<file path="config.mk">
export PLATFORM = sky130hd
export DESIGN_NAME = pc_fetch_ctrl
export DESIGN_NICKNAME = d
export VERILOG_FILES = /design/src/rtl/pc_fetch_ctrl.sv
export SDC_FILE = /design/constraint.sdc
export NUM_CORES = 1
export LEC_CHECK = 0
export ABC_AREA = 1
export CAP_MARGIN = 10
export CELL_PAD_IN_SITES_DETAIL_PLACEMENT = 1
export CELL_PAD_IN_SITES_GLOBAL_PLACEMENT = 2
export CORE_MARGIN = 1
export CORE_UTILIZATION = 23
export DETAILED_ROUTE_END_ITERATION = 7
export GPL_TIMING_DRIVEN = 0
export HOLD_SLACK_MARGIN = 0.02
export PLACE_DENSITY = 0.83
export RECOVER_POWER = 100
export SLEW_MARGIN = 10
export SYNTH_ARGS = -nofsm -noshare
export SYNTH_HDL_FRONTEND = slang
export SYNTH_SLANG_ARGS = --single-unit
</file>
<file path="constraint.sdc">
create_clock -name clk -period 1.87 [get_ports clk]
set_clock_uncertainty 0.05 [all_clocks]
set_input_delay 0.561 -clock clk [delete_from_list [all_inputs] [get_ports clk]]
set_output_delay 0.561 -clock clk [all_outputs]
set_load 0.01 [all_outputs]
</file>
<file path="src/rtl/pc_fetch_ctrl.sv">
// Fetch-stage controller: owns the PC, alternates fetch/data memory slots,
// applies EX-stage redirects with younger-stage kills, and drains the pipe on halt.
module pc_fetch_ctrl #(
  parameter int              XLEN        = 32,
  parameter logic [XLEN-1:0] RESET_PC    = 32'h0000_0000,
  parameter int              DRAIN_SLOTS = 3
) (
  input  logic            clk,
  input  logic            rst_n,
  input  logic            branch_sel,
  input  logic [XLEN-1:0] branch_target,
  input  logic            jump,
  input  logic [XLEN-1:0] jump_target,
  input  logic            stall,
  input  logic            halt,
  output logic [XLEN-1:0] pc,
  output logic            mem_sel,
  output logic            fetch_valid,
  output logic            adv,
  output logic            kill_ifid,
  output logic            kill_idex,
  output logic            misaligned,
  output logic            halted
);

  localparam int CW = $clog2(DRAIN_SLOTS + 1);

  typedef enum logic [1:0] {
    S_RUN,
    S_DRAIN,
    S_HALTED
  } state_t;

  state_t          state, state_n;
  logic            ph;
  logic [CW-1:0]   cnt, cnt_n;
  logic [XLEN-1:0] pc_n;
  logic [XLEN-1:0] target;
  logic            mis_n;

  assign mem_sel     = !ph && (state != S_HALTED);
  assign fetch_valid = mem_sel && (state == S_RUN);
  assign adv         = ph && (state != S_HALTED);
  assign halted      = (state == S_HALTED);
  assign target      = jump ? jump_target : branch_target;

  always_ff @(posedge clk or negedge rst_n) begin
    if (!rst_n) begin
      state      <= S_RUN;
      ph         <= 1'b0;
      cnt        <= '0;
      pc         <= RESET_PC;
      misaligned <= 1'b0;
    end else begin
      state      <= state_n;
      ph         <= (state == S_HALTED) ? ph : ~ph;
      cnt        <= cnt_n;
      pc         <= pc_n;
      misaligned <= mis_n;
    end
  end

  always_comb begin
    state_n   = state;
    cnt_n     = cnt;
    pc_n      = pc;
    mis_n     = misaligned;
    kill_ifid = 1'b0;
    kill_idex = 1'b0;
    if (adv) begin
      unique case (state)
        S_RUN: begin
          // Redirect wins over both stall and halt.
          if (jump || branch_sel) begin
            pc_n      = {target[XLEN-1:2], 2'b00};
            kill_ifid = 1'b1;
            kill_idex = 1'b1;
            if (target[1:0] != 2'b00) mis_n = 1'b1;
          end else if (!stall) begin
            if (halt) begin
              state_n   = S_DRAIN;
              cnt_n     = CW'(DRAIN_SLOTS);
              kill_ifid = 1'b1;
            end else begin
              pc_n = pc + XLEN'(4);
            end
          end
        end
        S_DRAIN: begin
          kill_ifid = 1'b1;
          cnt_n     = cnt - CW'(1);
          if (cnt == CW'(1)) state_n = S_HALTED;
        end
        default: ;
      endcase
    end
  end

endmodule

</file>
---- Word level (Yosys, flattened, before mapping) ----
Index checks and enable logic that the tools add are counted.
Widths: inputs -> output; s select.
word-level totals
  flip-flop bits (word level) ............. 38
  bits in latches ......................... 0
  memory bits (writable) .................. 0
  memory bits (read-only) ................. 0
  input port bits ......................... 70
  output and inout bits ................... 39
  word-level logic and storage cells ...... 51
  memories ................................ 0
operators by class
  add/sub/neg operators ................... 2
  multipliers ............................. 0
  divide/modulo/power cells ............... 0
  magnitude comparators ................... 0
  eq/ne operators ......................... 10
  shift operators ......................... 0
  muxes and demuxes ....................... 21
  bitwise gates (word level) .............. 1
  reductions and logical operators ........ 12
operators by type and width
  kind                   number
  $mux 32                4
  $add 32x3->32 const B  1
  $mux 2                 7
  $ne 2x2->1 const B     5
  $pmux 2 s2             2
  $reduce_and 4->1       2
  $mux 1                 7
  $reduce_and 6->1       1
  $reduce_and 5->1       1
  $eq 2x1->1 const B     2
  $ne 2x1->1 const B     2
  $reduce_bool 2->1      2
  $logic_and 1x1->1      3
  $eq 2x2->1 const B     1
  $logic_not 2->1        1
  $pmux 1 s2             1
  $sub 2x1->2 const B    1
  $logic_not 1->1        1
  $logic_or 1x1->1       1
  $not 1->1              1

---- Depth between registers and ports, before layout ----
Gate-level depths: netlist (run 1).
  depth after elaboration ................. 5
  mapped depth ............................ 9
  depth with buffers taken out ............ 9

---- Worst setup path before layout (run 1) ----
Ideal clock, no wire load.
  path type ............................... input port to output port
  start ................................... input jump
  end ..................................... output kill_ifid
  data arrival time ....................... 1.171 ns
  data required time ...................... 1.259 ns
  slack ................................... 0.088 ns
  stages .................................. 6
  path buffers ............................ 2
  cells stage by stage .................... buf_2 -> nor2_8 -> buf_6 -> nand3_1 -> nand2_1 -> inv_1
on the way
  longest elaborated chain between the ends .. 4
ends and longest elaborated chain
  item              line  RTL
  from (decl)       12    input logic jump,
  $logic_or 1x1->1  74    if (jump || branch_sel) begin
  $mux 1            74
  $pmux 1 s2        71    unique case (state)
  $mux 1            70    if (adv) begin
  to (decl)         20    output logic kill_ifid,
No other way between the ends.

---- Worst setup path in the final report (run 1) ----
Ends and elaborated chain as after synthesis.

==> results.yml, run 1 <==
synthesis:
  synth_ff_type: "dfrtp_1"
  synth_edf_count: 0
  synth.distinct_cells: 35
  ys_ff_latch: 36
  syn_inst: 415
  synth_area_leader_cell: "dfrtp_1"
  synth_top_cells_by_area: "dfrtp_1 (32%), nand2_1 (11%), nor2_1 (11%)"
  synth_top_area_share_pct: 31.7
  synth_commonest_cells: "nand2_1 (82), nor2_1 (80), dfrtp_1 (36)"
  syn_avg_cell_area_um2: 6.86
  seq_area_frac_synth_pct: 31.7
  synth_most_common_cell: "nand2_1"
  synth_area_um2: 2850
  yosys_warnings: 0
  synthArstFlopShare_pct: 100
global_routing:
  grt_pass1_wl_um: 17900
  grt-ovfl-total: 0
  grtUsageTotal_pct: 18.2
  grt_max_degree: 24
  met3_usage_pct: 3.91
  antenna_found_initial: 0
  gr-usage-met1_pct: 23.0
  busiest_layer: "met2"
  grt_use_met2_pct: 31.8
  grt_pass1_vias: 3457
timing:
  rsz0062_at_grt: "true"
  fmaxAchievable_ghz: 0.536
  tns_ns: 0
  period_share_pct: 99.7
  hold_violations: 0
  maxSlewViolCount: 0
  slew_headroom_pct: 45.0
  whs_ns: 0.302
  setup-violations-final: 0
  finalCriticalPeriod_ns: 1.86
  worst_pin_slew_ns: 0.825
setup_path:
  cp-end-kind: "primary output"
  worstPathRequired_ns: 1.26
  start_kind: "input port"
  max_stage_delay_ns: 0.15
  slowest_stage: "buf_12"
  cp-startpoint: "jump"
  reg2reg_from: "state[0]"
  ff2ff_setup_slack_ns: 0.11
  arrival_ns: 1.25
  crit_chain: "buf_8 > nor2_8 > buf_12 > nand3_2 > nand2_1 > inv_1 > buf_2"
  rr_worst_depth: 7
  crit_family: "buffers and inverters"
  r2r_end: "pc[3]"
  crit_type: "input port to primary output"
  critPathBufInv: 4
  cp_max_fo: 10
clocking:
  htreeDepth: 2
  cts-root-buf: "clkbuf_16"
  clk_pin_slew_ns: 0.06
  ctsLongestPathBuffers: 2
  cts_tree: "done"
  cts.sink_count: 36
  cts_inserted_buffers: 5
  clkLatencyLatePin_ns: 0.28
layout:
  layout.nets: 612
  multi_input_area_um2: 1720
  drive_gt1_share_pct: 16.5
  nFillCells: 1499
  num_antenna_cells: 0
  seqCellArea_um2: 908
  stdcell_area_um2: 4290
  fin_util_pct: 35.8
  syn2layout_area_growth_pct: 50.9
die:
  die_h_um: 113
  ios: 109
  rows: 40
  start_util_pct: 23.7
  dieWidth_um: 113
  dieArea_um2: 12800
  coreArea_um2: 12000
drt:
  vias_per_cell: 4.77
  wl_per_cell_um: 16.4
  postRouteAntennaNets: 0
  drcViolationCount: 0
  vias: 3268
  drt_iter0_drc: 118
  wl_um: 11300
  dr.pass1.iters: 4
pwr:
  power_w: 0.00188
  leakagePower_nw: 1.91
  powerDensity_nw_per_um2: 439
  ir_drop_v: 0.000277
placed_design:
  port_buffers: 105
  gp_congestion: 0.818
  placed_cell_area_um2: 4100
  dp.final_hpwl_um: 8660
hold_path:
  hold_path_class: "input port to asynchronous set/reset pin"
flow_run:
  maxCapViolCount: 0
outcome:
  status: "complete, no violations"
## kinds of logic after synthesis
kind of cell,after synthesis,synth area share [%]
AND/OR/NAND/NOR,233,38.0
AO/OA/AOI/OAI,86,20.4
buffers and inverters,56,8.62
flip-flops,36,31.7
adder cells (fa/ha/maj),2,0.879
XOR/XNOR,1,0.308
other,1,0.132
## worst max-delay path by stage
| stage | cells past startpoint | to | slack, ns |
|---|---|---|---|
| after global routing | 4 | kill_idex | -0.06 |
| after CTS | 4 | kill_idex | -0.11 |
| after global placement | 7 | kill_ifid | -0.90 |
| after detailed placement | 7 | kill_ifid | -0.91 |
| final | 7 | kill_ifid | 0.005 |
| after floorplan | 6 | kill_ifid | 0.09 |
## timing repair
item,in CTS,in global routing
gates resized for setup,64,16
pin swaps,2,2
hold buffers,0,0
endpoints found under the setup margin,56,12
buffers inserted,11,0
hold endpoints to repair,0,0
## sequential cells by signal, summed over array words and instances (netlist names)
signal and count:
cnt 2, misaligned 1, pc 30, ph 1, state 2
## layout make-up
cell class	instances	area share (%)
well taps	147	4.28
inverters	39	3.41
multi-input cells	324	40.1
clock buffers	5	2.91
repair buffers	117	25.5
flip-flops and latches	36	21.2
plain buffers	17	2.68
## metrics by stage
stage	worst slack [ns]	std cells
after floorplan	0.0879	416
after global placement	-0.900	668
after detailed placement	-0.914	669
after CTS	-0.113	685
after global routing	-0.0590	685
final	0.00538	685
## power by group
| group | internal (W) | switching (W) |
|---|---|---|
| clock | 0.000472 | 0.000325 |
| sequential | 0.000781 | 0.00000129 |
| combinational | 0.000183 | 0.000122 |
## layer usage
| metal | wire (um) | vias to the layer above |
|---|---|---|
| met1 | 5140 | 1568 |
| met5 | 0 | - |
| li1 | - | 1613 |
| met2 | 5440 | 81 |
| met4 | 91 | 0 |
| met3 | 589 | 6 |
## placed cells by master, fill, tap and decap left out, drive strengths merged, types with 2 or more instances in the layout
cell | netlist | layout
dlygate4sd2 | 0 | 20
a21oi | 22 | 22
a31oi | 6 | 6
a22oi | 12 | 12
nand3 | 38 | 38
o211ai | 2 | 2
nand2 | 97 | 97
dfrtp | 36 | 36
conb | 1 | 2
inv | 39 | 39
clkdlybuf4s50 | 0 | 71
ha | 2 | 2
o21bai | 2 | 2
buf | 15 | 23
a22o | 19 | 19
nor2 | 94 | 94
clkbuf | 2 | 17
o21ai | 20 | 20
or2 | 2 | 2
dlymetal6s2s | 0 | 6
No activity file was read; power rests on OpenSTA's default activity.
==> inputs of run 2 (changes only) <==
--- a/config.mk
+++ b/config.mk
@@ -11,6 +11,7 @@
 export CELL_PAD_IN_SITES_GLOBAL_PLACEMENT = 2
 export CORE_MARGIN = 1
 export CORE_UTILIZATION = 23
+export CTS_CLUSTER_DIAMETER = 100
 export DETAILED_ROUTE_END_ITERATION = 7
 export GPL_TIMING_DRIVEN = 0
 export HOLD_SLACK_MARGIN = 0.02
==> results of run 2 <==
Same layout as run 1: the final DEF is identical, and so are final timing and power.
==> variant 1: new RTL, settings of run 1 <==
Set the parameter `XLEN` to 64 (it was 32).
--- a/src/rtl/pc_fetch_ctrl.sv
+++ b/src/rtl/pc_fetch_ctrl.sv
@@ -3,3 +3,3 @@
 module pc_fetch_ctrl #(
-  parameter int              XLEN        = 32,
+  parameter int              XLEN        = 64,
   parameter logic [XLEN-1:0] RESET_PC    = 32'h0000_0000,
Interface: changed (resized branch_target, jump_target and pc); port bits go from 109 to 205. The function was not compared with the original's and may differ.
==> variant 1 against run 1 <==
- the run now ends with negative setup slack left
- power rose by 100%
- cell area rose by 120%
- synthesized cell count rose by 100%
- count of clock-buffer cells in the layout rose by 9
- worst setup slack got worse by 0.11 ns
- via count rose by 120%
- die area rose by 91%
- sequential cell count rose by 32
- area after synthesis rose by 93%
- wire length rose to 2.5 times the old value
- utilization rose by 3.9 points
- combinational power rose by 100%
- critical path type is now register to output port
- largest cell class unchanged
- largest power group unchanged
- highest routed layer unchanged
==> variant 1: results <==
drt:
  met1Wirelength_um: 12530
  wl_per_cell_um: 19.72
  met2_length_um: 13590
  vias: 7101
  routed-wl-met3_um: 1409
  dr.first_iter.drc_count: 396
  firstDrtPassIters: 5
clock_tree:
  numCtsBuffers: 9
  post_cts_buffers: 27
  clk_latency_ns: 0.35
  htreeDepth: 3
  cts_resized: 194
finish:
  fin_nets: 1246
  layoutNonFillerInstCount: 1433
  fill_cells: 2943
  drive_gt1_frac: 0.2639
  top_regs: "pc (62), cnt (2), state (2)"
yosys:
  synth_compound_area_frac: 0.2128
  synth_area_leaders: "dfrtp_1, nand2_1, nor2_1"
  synth.distinct_cells: 37
  synth_common_cells: "nand2_1, nor2_1, inv_1"
  ys_seq_area_frac: 0.3102
  yosys.area_share.xor_xnor: 0.009580
critical_path:
  max_stage_delay_ns: 0.43
  critPathLaunch: "state[0]"
  crit_slowest_cell: "dfrtp_2"
  cp_max_fo: 4
  r2r.worst_path.cells: 10
  r2r_end: "pc[36]"
  regToRegStartpoint: "pc[2]"
  reg2reg_slack_ns: -0.04
power_and_ir_drop:
  swShare: 0.2570
  ir_drop_mv: 0.2957
  p_total_w: 0.003854
  power_frac_seq: 0.388
  clockPowerShare: 0.451
  p_leak_nw: 4.021
sta:
  fin_ws_ns: -0.1091
  setup_tns_ns: -0.2031
  finalSetupViolCount: 5
min_path:
  min_path_type: "input pin to async pin"
place:
  dp_hpwl_um: 21590
  dp_slack_ns: -1.290
  placed_area_mm2: 0.007940
  portBuffers: 202
run_status:
  status: "complete, but fails checks"
  failed_checks: "negative setup slack"
global_route:
  grt_first_pass_wirelength_um: 41560
  grt_start_max_net_pins: 52
  met3_usage: 0.02908
  use_met2: 0.3914
  grtUsageMet1: 0.3019
  grtUsageTotal: 0.2308
[variant 1: critical path: cells and delay by family (launching register included)]
| kind | cells | cell delay (ns) |
|---|---|---|
| AND/OR/NAND/NOR | 2 | 0.16 |
| buffers and inverters | 3 | 0.31 |
| flip-flops | 1 | 0.43 |
| AO/OA/AOI/OAI | 1 | 0.11 |
[variant 1: cell type report]
type / instances / area (um2) / share of cell area
Multi-Input combinational cell: 666 / 3940 / 0.4251
Sequential cell: 68 / 1750 / 0.1889
Clock buffer: 14 / 284.0 / 0.03065
Clock inverter: 1 / 5.005 / 0.0005400
Buffer: 34 / 214.0 / 0.02309
Inverter: 78 / 302.8 / 0.03267
Timing Repair Buffer: 253 / 2372 / 0.2560
Tap cell: 319 / 399.1 / 0.04307
[variant 1: cell families (layout without fill, tap and decap cells)]
logic type	after synthesis	after routing
XOR/XNOR	6	6
other	1	2
flip-flops	68	68
buffers and inverters	112	380
AND/OR/NAND/NOR	481	481
adder cells (fa/ha/maj)	2	2
AO/OA/AOI/OAI	175	175
==> variant 2: new RTL, flow settings as in run 1 <==
Without the edit above. Make the reset (`rst_n`) synchronous in one clocked block.
--- a/src/rtl/pc_fetch_ctrl.sv
+++ b/src/rtl/pc_fetch_ctrl.sv
@@ -46,3 +46,3 @@
 
-  always_ff @(posedge clk or negedge rst_n) begin
+  always_ff @(posedge clk) begin
     if (!rst_n) begin
Function: differs if rst_n is asserted again (counterexample within 4 cycles, from zero or initial values and one cycle with rst_n low); with rst_n held inactive, the same outputs for 10 cycles.
==> variant 2 against run 1 <==
- largest cell class unchanged
- cell area shrank 2.3%
- global-route usage grew 0.52 points
- die area shrank 4.5%
- worst setup slack lost 0.015 ns
- maximum frequency decreased by 0.77%
- the run now ends with negative setup slack left
- synthesized cell count rose by 4.1%
- wire length decreased by 2.9%
- sequential cell count is the same
- area after synthesis shrank 4.5%
Power is not compared: it rests on default switching activity, and its combinational part moved more than twofold at a synthesized area within 25%.
==> variant 2: results <==
run_status:
  status: "complete, but fails checks"
  failed_checks: "negative setup slack"
drt:
  finalWirelength_um: 10920
  via_per_inst: 4.751
  met2_length_um: 5185
  routed-wl-met3_um: 562
  met1Wirelength_um: 5097
  vias: 3283
critical_path:
  critPathLaunch: "stall"
  reg2reg_slack_ns: 0.18
  worstPathArrival_ns: 1.27
  max_stage_delay_ns: 0.24
  crit_slowest_cell: "o311ai_2"
yosys:
  synth_common_cells: "nand2_1, nor2_1, nand3_1"
  synthAdderAreaFrac: 0.009212
  synth_area_leaders: "dfxtp_1, nand2_1, nor2_1"
  synth_area_per_cell_um2: 6.288
  yosys.area_share.xor_xnor: 0
sta:
  finalSetupViolCount: 1
  fin_ws_ns: -0.009180
finish:
  fin_nets: 619
global_route:
  grt_start_max_net_pins: 12
  grtUsageTotal: 0.1870
  grt_first_pass_wirelength_um: 18130
  met3_usage: 0.04319
  first_global_vias: 3484
place:
  dp_hpwl_um: 8374
  dp_cells: 681
  placed_area_mm2: 0.003959
  dp_slack_ns: -0.9232
[variant 2: cell types whose count changed in the layout (fill, tap and decap cells not counted), moves of 9 or more]
cell             delta
buf_4               -9
dfxtp_1            +12
dlygate4sd2_1      -10
nor2_1             -18
o21ai_0            +17
clkdlybuf4s50_1    +11
dfxtp_2            +23
dfrtp_1            -30
[variant 2: what timing repair did]
action | in CTS | in global routing
pin swaps | 2 | 2
buffers inserted | 1 | 1
gates resized for setup | 61 | 18
endpoints found under the setup margin | 39 | 20
gates cloned | 0 | 0
[variant 2: cell type report]
cell class | instances | area share
multi-input combinational | 335 | 0.4183
sequential | 36 | 0.1795
clock inverter | 1 | 0.007156
tap | 143 | 0.04264
timing repair buffer | 107 | 0.2507
inverter | 43 | 0.03965
clock buffer | 7 | 0.03637
buffer | 19 | 0.02564
